--- config.mk ---
export PLATFORM = sky130hd
export DESIGN_NAME = latch_sample_reader
export DESIGN_NICKNAME = d
export VERILOG_FILES = /design/src/rtl/latch_sample_reader.sv
export SDC_FILE = /design/constraint.sdc
export NUM_CORES = 1
export LEC_CHECK = 0
export ABC_AREA = 1
export CORE_ASPECT_RATIO = 0.7
export CORE_UTILIZATION = 50
export CTS_BUF_LIST = sky130_fd_sc_hd__clkbuf_16
export DETAILED_ROUTE_END_ITERATION = 8
export PLACE_DENSITY_LB_ADDON = 0.05
export SLEW_MARGIN = 20
export SYNTH_ARGS = -nofsm -noshare
export SYNTH_HDL_FRONTEND = slang
export SYNTH_SLANG_ARGS = --single-unit
--- constraint.sdc ---
create_clock -name clk -period 4 [get_ports clk]
set_input_delay 0.6 -clock clk [delete_from_list [all_inputs] [get_ports clk]]
set_output_delay 0.6 -clock clk [all_outputs]
set_load 0.03 [all_outputs]
--- src/rtl/latch_sample_reader.sv ---
// Samples the Q bus of an external gated D latch once its gate has closed and settled,
// handing each sample to a consumer through a one-entry valid/ready slot.
module latch_sample_reader #(
  parameter int WIDTH  = 8,
  parameter int SETTLE = 2
) (
  input  logic             clk,
  input  logic             rst,
  input  logic [WIDTH-1:0] D,
  input  logic             G,
  output logic [WIDTH-1:0] out_data,
  output logic             out_valid,
  input  logic             out_ready,
  output logic             overflow,
  output logic [7:0]       capture_count,
  output logic             busy
);

  typedef enum logic [1:0] {
    ST_IDLE   = 2'd0,
    ST_OPEN   = 2'd1,
    ST_SETTLE = 2'd2
  } state_t;

  localparam logic [3:0] CNT_LAST = 4'(SETTLE - 1);

  logic             r_g_s1;
  logic             r_g_s2;
  logic [WIDTH-1:0] r_d_s1;
  logic [WIDTH-1:0] r_d_s2;
  state_t           r_state;
  state_t           w_state_nxt;
  logic [3:0]       r_cnt;
  logic [3:0]       w_cnt_nxt;
  logic             w_capture;
  logic             w_slot_free;

  // Two-flop synchronizers for the latch gate and every data bit
  always_ff @(posedge clk) begin
    if (rst) begin
      r_g_s1 <= 1'b0;
      r_g_s2 <= 1'b0;
      r_d_s1 <= '0;
      r_d_s2 <= '0;
    end else begin
      r_g_s1 <= G;
      r_g_s2 <= r_g_s1;
      r_d_s1 <= D;
      r_d_s2 <= r_d_s1;
    end
  end

  // FSM state and settle counter registers
  always_ff @(posedge clk) begin
    if (rst) begin
      r_state <= ST_IDLE;
      r_cnt   <= 4'd0;
    end else begin
      r_state <= w_state_nxt;
      r_cnt   <= w_cnt_nxt;
    end
  end

  // Next-state logic; a gate reopening during settle aborts the capture
  always_comb begin
    w_state_nxt = r_state;
    w_cnt_nxt   = r_cnt;
    w_capture   = 1'b0;
    case (r_state)
      ST_IDLE: begin
        if (r_g_s2) begin
          w_state_nxt = ST_OPEN;
        end else begin
          w_state_nxt = ST_IDLE;
        end
      end
      ST_OPEN: begin
        if (!r_g_s2) begin
          w_state_nxt = ST_SETTLE;
          w_cnt_nxt   = 4'd0;
        end else begin
          w_state_nxt = ST_OPEN;
        end
      end
      ST_SETTLE: begin
        if (r_g_s2) begin
          w_state_nxt = ST_OPEN;
        end else if (r_cnt == CNT_LAST) begin
          w_state_nxt = ST_IDLE;
          w_capture   = 1'b1;
        end else begin
          w_cnt_nxt = r_cnt + 4'd1;
        end
      end
      default: begin
        w_state_nxt = ST_IDLE;
        w_cnt_nxt   = 4'd0;
      end
    endcase
  end

  // Busy decodes straight from the current state
  always_comb begin
    if (r_state == ST_OPEN || r_state == ST_SETTLE) begin
      busy = 1'b1;
    end else begin
      busy = 1'b0;
    end
  end

  // The slot accepts a new sample if empty or being popped this same cycle
  always_comb begin
    w_slot_free = !out_valid || out_ready;
  end

  // Output slot: push, pop, and sticky overflow on a dropped sample
  always_ff @(posedge clk) begin
    if (rst) begin
      out_data      <= '0;
      out_valid     <= 1'b0;
      overflow      <= 1'b0;
      capture_count <= 8'd0;
    end else if (w_capture && w_slot_free) begin
      out_data      <= r_d_s2;
      out_valid     <= 1'b1;
      capture_count <= capture_count + 8'd1;
    end else if (w_capture) begin
      overflow <= 1'b1;
    end else if (out_valid && out_ready) begin
      out_valid <= 1'b0;
    end else begin
      out_valid <= out_valid;
    end
  end

endmodule

# Yosys cells after proc, flatten, opt, wreduce, memory -nomap -nowiden
# Cells that the tools add are included.
[op_classes] shift=0 eq_ne=8 n_mux=16 n_bitwise=2 n_lt_le_gt_ge=0 n_div=0 reduce_logical=10 n_mul=0 addsub=2
[ops] operator="two-way mux 4 bit" n=3
[ops] operator="one-hot mux 4 bit (3 select lines)" n=1
[ops] operator="adder 8 x 1 -> 8 bit (second input constant)" n=1
[ops] operator="two-way mux 1 bit" n=8
[ops] operator="two-way mux 2 bit" n=3
[ops] operator="!= test 2 bit (second input constant)" n=3
[ops] operator="one-hot mux 2 bit (3 select lines)" n=1
[ops] operator="adder 4 x 1 -> 4 bit (second input constant)" n=1
[ops] operator="equality test 4 x 1 -> 1 bit (second input constant)" n=1
[ops] operator="AND reduction 2 bit" n=2
[ops] operator="AND reduction 4 bit" n=1
[ops] operator="!= test 3 bit (second input constant)" n=1
[ops] operator="equality test 2 x 1 -> 1 bit (second input constant)" n=1
[ops] operator="equality test 2 bit (second input constant)" n=1
[ops] operator="logical AND 1 bit" n=2
[ops] operator="zero test 2 bit" n=1
[ops] operator="logical OR 1 bit" n=2
[ops] operator="!= test 2 x 1 -> 1 bit (second input constant)" n=1
[ops] operator="inverter 1 bit" n=2
[ops] operator="nonzero test 2 bit" n=1
[ops] operator="zero test 1 bit" n=1
[totals] ramBits=0 latch_bits=0 rom_bits=0 reg_bits=42 out_inout_bits=19 input_bits=12 mem_count=0

# Longest topological paths before layout
[depth] depth_word=7 depth_mapped=9 mapped_depth_nobuf=9

# Worst setup path after synthesis
# OpenSTA, ideal clock, no wires.
[synth_path] kind="register to output" start="reg r_state[0]" end="out busy" t_arrival_ns=0.859 required_time_ns=3.400 stages_incl_launch_ff=3 slack_ns=2.541 cell_sequence="dfxtp_1 > inv_1 > ha_1"
[synth_via] elab_chain_len=3 elab_cells_between_ends=4 cone_classes="eq/ne (2); mux (1); reduce/logical (1)"
[synth_rtl] element="start: declaration" line="31" source="state_t r_state;"
[synth_rtl] element="start signal: assignment" line="59" source="r_state <= w_state_nxt;"
[synth_rtl] element="equality test 2 x 1 -> 1 bit / equality test 2 bit (equally long branches)" line="104" source="if (r_state == ST_OPEN || r_state == ST_SETTLE) begin"
[synth_rtl] element="logical OR 1 bit (*)" line="104"
[synth_rtl] element="two-way mux 1 bit (*)" line="104"
[synth_rtl] element="end: declaration" line="16" source="output logic busy"
# Mark *: on every way between the ends. The rest lies on a longest branch, timed or not.

# Worst setup path in the final report
[layout_path] start="reg r_state[1]" end="out busy"
# Same word-level chain as after synthesis.

==> out/metrics.yaml <==
routing:
  wl_per_cell_um: 9.856
  postRouteAntennaNets: 0
  dr.first_iter.drc_count: 111
  avgViaCountPerCell: 4.428
  firstDrtPassIters: 4
  via_count: 1355
  drc: 0
  routed_wl_um: 3016
yosys:
  ys_seq_elements: 42
  yosysTopAreaCellShare: 0.4845
  syn_nets: 246
  syn-mean-instance-area_um2: 7.679
  syn-instance-count: 226
  netlist_area_mm2: 0.001735
  synth_edf_count: 0
  synth_cell_types: 19
  ys_seq_area_frac: 0.4845
  yosys_warnings: 0
  synth_area_leaders: "dfxtp_1 (48%), nor2_1 (11%), inv_1 (8.2%), nand2_1 (7.1%), ha_1 (5.8%)"
  yosysTopAreaCell: "dfxtp_1"
  yosys_most_used_dff: "dfxtp_1"
  async_flop_share: 0
cts:
  ctsHoldBuffers: 0
  clk_pin_slew_ns: 0.06
  cts_tree: "yes"
  post-cts-setup-buffers: 0
  cts_buffer_depth: 2
  ctsResizeCount: 0
  h-tree-depth: 2
  clock-sinks: 42
  insertion_delay_ns: 0.28
  numCtsBuffers: 5
  cts_root_buf: "clkbuf_16"
layout:
  drive_gt1_frac: 0.06178
  layout.nets: 278
  diodes: 0
  syn_to_final_growth_pct: 28.69
  stdcell_area_mm2: 0.002233
  fin_cells: 306
power:
  vdd_drop_max_uv: 304.0
  p_clk_frac: 0.494
  p_sw_frac: 0.1933
  power.total_uw: 915.1
  seq_power_share: 0.470
  p_leak_uw: 0.0009424
  p_switching_uw: 176.9
  cellPowerDensity_mw_per_mm2: 409.7
  p_int_uw: 738.3
  comb_power_share: 0.036
setup_path:
  arrival_ns: 1.70
  r2r-end: "r_cnt[3]"
  r2r_cells: 8
  timing.rr.start: "r_state[0]"
  ff2ff_setup_slack_ns: 2.28
  crit_fanout: 5
  cp-end-kind: "primary output"
  cp.required_ns: 3.40
  start_kind: "flip-flop"
  crit_type: "reg2out"
hold_path:
  hold_depth: 2
  min_to: "r_d_s2[4]"
  worstHoldStart: "r_d_s1[4]"
  hold_class: "reg2reg"
timing:
  fin_tns_setup_ns: 0
  slew_headroom: 0.7052
  setup_viol: 0
  period_minus_slack_ns: 2.297
  min_period_over_period: 0.5743
  hold_violations: 0
  max_clock_freq_mhz: 435.3
  tightest_slew_ns: 0.4412
  rsz0062_at_grt: "no"
  skew_ns: 0.002689
  report.final.slew_viol_count: 0
die:
  fp.dieH_um: 51.29
  rows: 17
  die-area_mm2: 0.003714
  num_io_pins: 31
  die_w_um: 72.42
  core_area_mm2: 0.003233
  initial_utilization: 0.5368
global_routing:
  grt_pass1_wl_um: 4968
  grtUsageTotal: 0.1809
  grt_overflow: 0
  grt_max_degree: 32
  grt_pass1_vias: 1133
  antenna_found_initial: 0
placed_design:
  numPlacedInstances: 298
  gp_congestion: 0.8386
  dp_hpwl_um: 2024
  placed_area_mm2: 0.002064
  portBuffers: 30
job:
  maxCapViolations: 0
outcome:
  status: "complete, no violations"
==> Yosys cell counts (2+ instances only) <==
cell type,count
buf_6,2
clkbuf_1,2
o21ai_0,12
nand2_1,33
buf_1,2
xor2_1,2
nor2_1,52
a21oi_1,12
nor2_4,2
dfxtp_1,42
ha_1,8
o21bai_1,2
inv_1,38
a21oi_2,3
nand3_1,10
==> registers in the layout (all words and copies together), names as in the netlist, 2 cells and up <==
register       flops
r_d_s1             8
r_cnt              4
capture_count      8
out_data           8
r_d_s2             8
r_state            2
==> metrics by stage <==
step	util	setup slack [ns]	hold slack, ns
3_5_place_dp	0.6385	1.960	0.3936
2_1_floorplan	-	2.541	0.3883
3_3_place_gp	0.6385	1.990	0.3891
6_report	0.6908	1.703	0.4002
4_1_cts	0.6908	1.694	0.4022
5_1_grt	0.6908	1.611	0.4249
==> worst max-delay path, cell delays in order, from the launching register on <==
cell	delay (ns)
dfxtp_1	0.40
inv_1	0.08
ha_1	0.27
clkdlybuf4s50_1	0.66
==> power groups by stage <==
stage                     sequential, µW  clock [µW]  combinational, µW
after floorplan                      439           0               17.7
after global placement               439           0               32.6
after detailed placement             439           0               33.2
after CTS                            430         463               33.3
after global routing                 431         478               37.4
final                                430         452               32.9
==> cells by family after synthesis <==
group | Yosys count | share of synthesized area
AND/OR/NAND/NOR | 99 | 0.2415
buffers and inverters | 44 | 0.1038
flip-flops | 42 | 0.4845
AO/OA/AOI/OAI | 30 | 0.09734
adder cells (fa/ha/maj) | 8 | 0.05768
XOR/XNOR | 3 | 0.01514
==> cell type report <==
type                            instances  area, µm²
Multi-Input combinational cell        140      714.4
Tap cell                               47      58.81
Fill cell                             272      999.7
Sequential cell                        42      840.8
Clock inverter                          3      43.79
Inverter                               38      142.6
Timing Repair Buffer                   31      307.8
Clock buffer                            5      125.1
==> per-layer routing <==
layer  global-route usage  share of wire
met5                    0              0
met4              0.04248              0
met3              0.07890          0.045
met2               0.2617           0.43
met1               0.2466           0.53
==> placed cells by master, fill, tap and decap left out, types with 2 or more instances in the layout <==
master           netlist  layout
inv_1                 38      38
o21bai_1               2       2
nand3_1               10      10
dfxtp_1               42      42
clkbuf_16              0       5
a21oi_1               12      12
o21ai_0               12      12
ha_1                   8       8
nor2_1                52      52
nand2_1               33      33
a21oi_2                3       3
nor2_4                 2       2
xor2_1                 2       2
clkdlybuf4s50_1        0      30
==> how the worst max path moves through the flow <==
stage	start	cells past startpoint	slack [ns]	end
after global placement	out_ready	6	1.99	capture_count[2]
after CTS	r_state[0]	3	1.69	busy
after detailed placement	out_ready	6	1.96	capture_count[2]
after global routing	r_state[1]	3	1.61	busy
after floorplan	r_state[0]	2	2.54	busy
final	r_state[1]	3	1.70	busy
No activity file was read; power rests on OpenSTA's default activity.
